--- config.mk ---
export PLATFORM = sky130hd
export DESIGN_NAME = comparator_sweeper_flat
export DESIGN_NICKNAME = d
export VERILOG_FILES = /design/src/rtl/comparator_sweeper_if.sv /design/src/rtl/comparator_sweeper.sv /design/src/flat_wrapper.sv
export SDC_FILE = /design/constraint.sdc
export NUM_CORES = 1
export LEC_CHECK = 0
export CAP_MARGIN = 0
export CORE_UTILIZATION = 50
export DETAILED_ROUTE_END_ITERATION = 7
export MAX_ROUTING_LAYER = met4
export PLACE_DENSITY = 0.73
export SLEW_MARGIN = 20
export SYNTH_ARGS = -nofsm -noshare
export SYNTH_HDL_FRONTEND = slang
export SYNTH_SLANG_ARGS = --single-unit
--- constraint.sdc ---
create_clock -name clk -period 3.9 [get_ports clk]
set_input_delay 0.78 -clock clk [delete_from_list [all_inputs] [get_ports clk]]
set_output_delay 0.78 -clock clk [all_outputs]
set_load 0.01 [all_outputs]
--- src/rtl/comparator_sweeper_if.sv ---
// Handshake and result bundle between a sweeper and the
// 1-bit comparator / controller it serves.
interface comparator_sweeper_if;
  logic       start;
  logic       eq;
  logic       i0;
  logic       i1;
  logic       busy;
  logic       done;
  logic       pass;
  logic [2:0] err_cnt;
  logic [1:0] fail_vec;
  logic       fail_valid;

  modport master (
    output start,
    output eq,
    input  i0,
    input  i1,
    input  busy,
    input  done,
    input  pass,
    input  err_cnt,
    input  fail_vec,
    input  fail_valid
  );

  modport slave (
    input  start,
    input  eq,
    output i0,
    output i1,
    output busy,
    output done,
    output pass,
    output err_cnt,
    output fail_vec,
    output fail_valid
  );
endinterface

--- src/rtl/comparator_sweeper.sv ---
// Exhaustive sweep of a 1-bit equality comparator: drives all
// four operand pairs, checks eq against XNOR, reports results.
module comparator_sweeper #(
  parameter int HOLD_CYCLES = 4
) (
  input logic                   clk,
  input logic                   rst_n,
  comparator_sweeper_if.slave   bus
);

  typedef enum logic [1:0] {
    IDLE,
    DRIVE,
    DONE
  } state_t;

  localparam logic [7:0] HC_LAST = 8'(HOLD_CYCLES - 1);

  state_t     state;
  logic [1:0] v;
  logic [7:0] hc;
  logic       mis;

  assign mis = bus.eq != (bus.i0 ~^ bus.i1);

  always_ff @(posedge clk) begin
    if (!rst_n) begin
      state          <= IDLE;
      v              <= '0;
      hc             <= '0;
      bus.i0         <= 1'b0;
      bus.i1         <= 1'b0;
      bus.busy       <= 1'b0;
      bus.done       <= 1'b0;
      bus.pass       <= 1'b0;
      bus.err_cnt    <= '0;
      bus.fail_vec   <= '0;
      bus.fail_valid <= 1'b0;
    end else begin
      unique case (state)
        IDLE, DONE: begin
          if (bus.start) begin
            state          <= DRIVE;
            v              <= '0;
            hc             <= '0;
            bus.i0         <= 1'b0;
            bus.i1         <= 1'b0;
            bus.busy       <= 1'b1;
            bus.done       <= 1'b0;
            bus.pass       <= 1'b0;
            bus.err_cnt    <= '0;
            bus.fail_vec   <= '0;
            bus.fail_valid <= 1'b0;
          end
        end
        DRIVE: begin
          if (hc == HC_LAST) begin
            if (mis) begin
              bus.err_cnt <= bus.err_cnt + 3'd1;
              if (!bus.fail_valid) begin
                bus.fail_vec   <= {bus.i0, bus.i1};
                bus.fail_valid <= 1'b1;
              end
            end
            hc <= '0;
            if (v == 2'b11) begin
              // pass must include the final vector's outcome
              state    <= DONE;
              bus.i0   <= 1'b0;
              bus.i1   <= 1'b0;
              bus.busy <= 1'b0;
              bus.done <= 1'b1;
              bus.pass <= (bus.err_cnt == 3'd0) && !mis;
            end else begin
              v      <= v + 2'd1;
              bus.i0 <= v[1] ^ v[0];
              bus.i1 <= ~v[0];
            end
          end else begin
            hc <= hc + 8'd1;
          end
        end
        default: state <= IDLE;
      endcase
    end
  end

endmodule

--- src/flat_wrapper.sv ---
// flat-port wrapper written by rule: the top's interface ports become plain ports
module comparator_sweeper_flat 
#(
  parameter int HOLD_CYCLES = 4
)
  (clk, rst_n, bus_start, bus_eq, bus_i0, bus_i1, bus_busy, bus_done, bus_pass, bus_err_cnt, bus_fail_vec, bus_fail_valid);
  comparator_sweeper_if bus_i ();
  input logic clk;
  input logic rst_n;
  input wire logic [$bits(bus_i.start)-1:0] bus_start;
  input wire logic [$bits(bus_i.eq)-1:0] bus_eq;
  output wire logic [$bits(bus_i.i0)-1:0] bus_i0;
  output wire logic [$bits(bus_i.i1)-1:0] bus_i1;
  output wire logic [$bits(bus_i.busy)-1:0] bus_busy;
  output wire logic [$bits(bus_i.done)-1:0] bus_done;
  output wire logic [$bits(bus_i.pass)-1:0] bus_pass;
  output wire logic [$bits(bus_i.err_cnt)-1:0] bus_err_cnt;
  output wire logic [$bits(bus_i.fail_vec)-1:0] bus_fail_vec;
  output wire logic [$bits(bus_i.fail_valid)-1:0] bus_fail_valid;
  assign bus_i.start = bus_start;
  assign bus_i.eq = bus_eq;
  assign bus_i0 = bus_i.i0;
  assign bus_i1 = bus_i.i1;
  assign bus_busy = bus_i.busy;
  assign bus_done = bus_i.done;
  assign bus_pass = bus_i.pass;
  assign bus_err_cnt = bus_i.err_cnt;
  assign bus_fail_vec = bus_i.fail_vec;
  assign bus_fail_valid = bus_i.fail_valid;
  comparator_sweeper #(.HOLD_CYCLES(HOLD_CYCLES)) u_core (.clk(clk), .rst_n(rst_n), .bus(bus_i));
endmodule
==> metrics.md <==
| Metric | Value |
|---|---|
| Clk_skew | 0.00276 ns |
| Register area | about 460 um^2 |
| Largest net degree at the start of global routing | 24 |
| DP HPWL | about 1800 um |
| RSZ-0062 raised after global routing | no |
| CP Data Arrival Time | between 2 and 2.5 ns |
| Number of fill cells | 210 |
| Drt total wl | between 2000 and 2500 um |
| Placed cell count | approximately 170 |
| N_diodes | 0 |
| Root Buffer Master | clkbuf_4 |
| FF-to-FF setup slack | approximately 1.7 ns |
| Netlist cell types | 39 |
| Critical path's slowest cell | nor2b_1 |
| Max Slew Vio Count | 0 |
| Die X-Extent | 50.7 um |
| Tcrit/Tclk final | a little under three fifths |
| Final setup viols | 0 |
| Final Hold Fails | 0 |
| Gr usage total | a little over a fifth |
| TritonCTS clock tree | done |
| Status | finished, final reports clean |
| Post-Place Worst Slack | ~1.4 ns |
| R2r endpoint | u_core.bus.pass |
| Final Non-Filler Cells | ~170 |
| CP Capture Type | flip-flop |
| Vias in the first global route | roughly 840 |
| CP bufs+invs | 0 |
| Min Tclk post-route | 2.17 ns |
| Multi-input logic area | 684 um^2 |
| GP Congestion | around 0.80 |
| Fmax | ~460 MHz |
| Starting density of the core | 53.1% |
| Post-cts resize count | 0 |
| Total grt overflow | 0 |
| #FFs+latches synth | 23 |
| Sw Share | around a quarter |
| Mapped Area | 0.00118 mm^2 |
| Syn avg cell area | 9.19 um^2 |
| Slew HR | about 55% |
| Sw power | 0.0000955 W |
| Area Overhead vs Synth | 14.9% |
| Total core area | 0.00223 mm^2 |
| CTS Buffer Depth | 2 |
| Die Y | ~50 um |
| Min-Delay Endpoint | u_core.v[1] |
| # IOs | 15 |
| Synth top area cells | dfxtp_1 39%, ha_1 5.3%, nor2b_1 4.2% |
| Port Buffers | 14 |
| Leak Pwr | between 0.4 and 0.5 nW |
| Initial detailed-routing violation count | 42 |
| Clk sinks | 23 |
| Initial antenna violation count | 0 |
| CP top delay family | simple AND/OR/NAND/NOR gates |
| Placed instance area | about 0.0013 mm^2 |
| Cell count of the worst reg-to-reg path | 4 |
| Overall Power | around 0.00039 W |
| Cells after Synth | about 130 |
| # rows | 17 |
| Final WS setup | between 1.5 and 2 ns |
| Share of layout cells above drive strength 1 | just over 7% |
| WHS Path Cells | 2 |
| First-pass GRT wire length | roughly 3900 um |
| PD cells | about 290 mW/mm^2 |
| CTS buffer count | 3 |
| Fin Setup TNS | 0 ns |
| Crit path max fanout | 10 |
| Hold path startpoint | u_core.v[1] |
| Die area | about 0.0026 mm^2 |
| Vias/cell | slightly below 6 |
| Cell area after layout | between 0.001 and 0.0015 mm^2 |
| Max VDD drop | 0.000178 V |
| Setup CP Type | reg2reg |
| Wirelength per Cell | around 15 um |
| Req. time, crit path | 4.14 ns |
| Yosys warns | 0 |
| H-tree level count | 1 |
| Vias post-DR | around 1000 |
| Max-cap check violation count | 0 |
| Drt drc | 0 |
| Int Power | 0.000294 W |
| Register share of total power | 62.3% |
| CTS clock-pin slew for the worst setup and hold paths | around 0.12 ns |
| Sequential cell area fraction in the yosys report | between 30% and 40% |
| Critical path, cell by cell | nor2b_1 -> nand4_2 -> or4b_1 -> a21boi_1 |
| Startpoint Class | flip-flop |
| Top cell type's share of synthesized area | between 30% and 40% |
| Cell taking the most area after synthesis | dfxtp_1 |
| R2R Path Start | u_core.state[0] |
| Largest stage delay, worst path | roughly 0.61 ns |
| HP Class | reg2reg |
| Final #Nets | 151 |
| Final ANT Viol Nets | 0 |
| Clock power frac | roughly 28% |
| Synthesized Nets | around 140 |
| Router iterations before antenna repair | 4 |
| Clock latency at the later pin of the worst-skew pair | roughly 0.31 ns |
| Hold_buf cts | 0 |
| Logic gate share of total power | 9.6% |
| Post-CTS Setup Bufs | 0 |
| Worst-margin pin slew | 0.678 ns |
-- routing by layer --
layer	wire length, um	track usage [%]	up-vias
met5	0	-	-
met3	126	5.45	2
met2	1260	35.8	31
met4	14	4.17	0
met1	1080	25.3	469
li1	-	-	496
-- layout by cell type, fill, tap and decap left out, drive strengths merged, types with 3 or more instances in the layout --
| cell | instances |
|---|---|
| a21boi | 5 |
| a21oi | 6 |
| clkbuf | 4 |
| clkdlybuf4s50 | 14 |
| dfxtp | 23 |
| ha | 5 |
| inv | 4 |
| mux2i | 4 |
| nand2 | 10 |
| nand3 | 8 |
| nand4 | 4 |
| nor2 | 7 |
| nor2b | 8 |
| nor3 | 4 |
| o21ai | 5 |
| or4b | 3 |
| xnor2 | 3 |
-- cells by family after synthesis --
group / Yosys count / synth area share, %
buffers and inverters: 10 / 3.38
multiplexers: 4 / 3.38
flip-flops: 23 / 38.9
adder cells (fa/ha/maj): 5 / 5.28
AO/OA/AOI/OAI: 29 / 16.7
AND/OR/NAND/NOR: 52 / 26.8
XOR/XNOR: 6 / 5.60
-- worst max path at each step --
| stage | slack [ns] | to | cells past startpoint | start |
|---|---|---|---|---|
| floorplan | 2.16 | u_core.bus.pass | 5 | u_core.hc[0] |
| global placement | 1.45 | u_core.bus.err_cnt[0] | 3 | rst_n |
| detailed placement | 1.43 | u_core.bus.err_cnt[0] | 3 | rst_n |
| CTS | 1.75 | u_core.bus.pass | 5 | u_core.hc[0] |
| global route | 1.57 | u_core.bus.pass | 4 | u_core.state[0] |
| finish | 1.73 | u_core.bus.pass | 4 | u_core.state[0] |
-- synth_stat cells --
cell and count:
clkbuf_1 4, inv_1 4, or4b_1 2, a21boi_0 4, xnor2_1 3, nand2_1 10
o2111ai_1 1, o211ai_1 1, nor3b_1 1, and4_2 1, o221a_2 1, nor4_1 1
and2_1 1, xor2_1 2, a32oi_1 1, o31a_1 1, nor2_1 7, and4b_2 1
or4b_2 1, o21ai_0 5, a31oi_1 2, o21a_1 2, nand2b_1 2, nor2b_1 8
nor3_1 3, mux2i_1 4, ha_1 5, a21boi_1 1, nand4_1 3, buf_2 2
a21oi_1 6, a22o_1 2, nor3_2 1, xnor3_1 1, nand3_1 8, a211oi_1 2
nand4_2 1, dfxtp_1 23, nor4b_4 1
-- stage by stage --
stage | utilization [%] | hold WS (ns)
2_1_floorplan | - | 0.438
3_3_place_gp | 59.8 | 0.454
3_5_place_dp | 59.8 | 0.471
4_1_cts | 61.0 | 0.488
5_1_grt | 61.0 | 0.502
6_report | 61.0 | 0.483
-- sequential cells by signal, indices dropped and copies added (netlist names) --
signal	count
u_core.state	2
u_core.v	2
u_core.hc	8
u_core.bus.fail_vec	2
u_core.bus.fail_valid	1
u_core.bus.pass	1
u_core.bus.i1	1
u_core.bus.err_cnt	3
u_core.bus.i0	1
u_core.bus.done	1
u_core.bus.busy	1
-- worst reg2reg max path: stages, from the launching register on --
cell and delay (ns):
dfxtp_1 0.50, nor2b_1 0.61, nand4_2 0.29, or4b_1 0.53
a21boi_1 0.18
-- area by class of cell --
cell class | instances | share of cell area, %
Multi-Input combinational cell | 96 | 50.3
Sequential cell | 23 | 33.8
Clock buffer | 4 | 1.93
Tap cell | 28 | 2.57
Timing Repair Buffer | 14 | 10.3
Inverter | 4 | 1.10
-- power groups by stage --
stage          Clock [W]  Combinational (W)  Sequential, W
2_1_floorplan          0          0.0000269       0.000247
3_3_place_gp           0          0.0000370       0.000248
3_5_place_dp           0          0.0000372       0.000248
4_1_cts         0.000112          0.0000374       0.000243
5_1_grt         0.000126          0.0000411       0.000243
6_report        0.000109          0.0000375       0.000243
(Power assumes the default switching activity.)
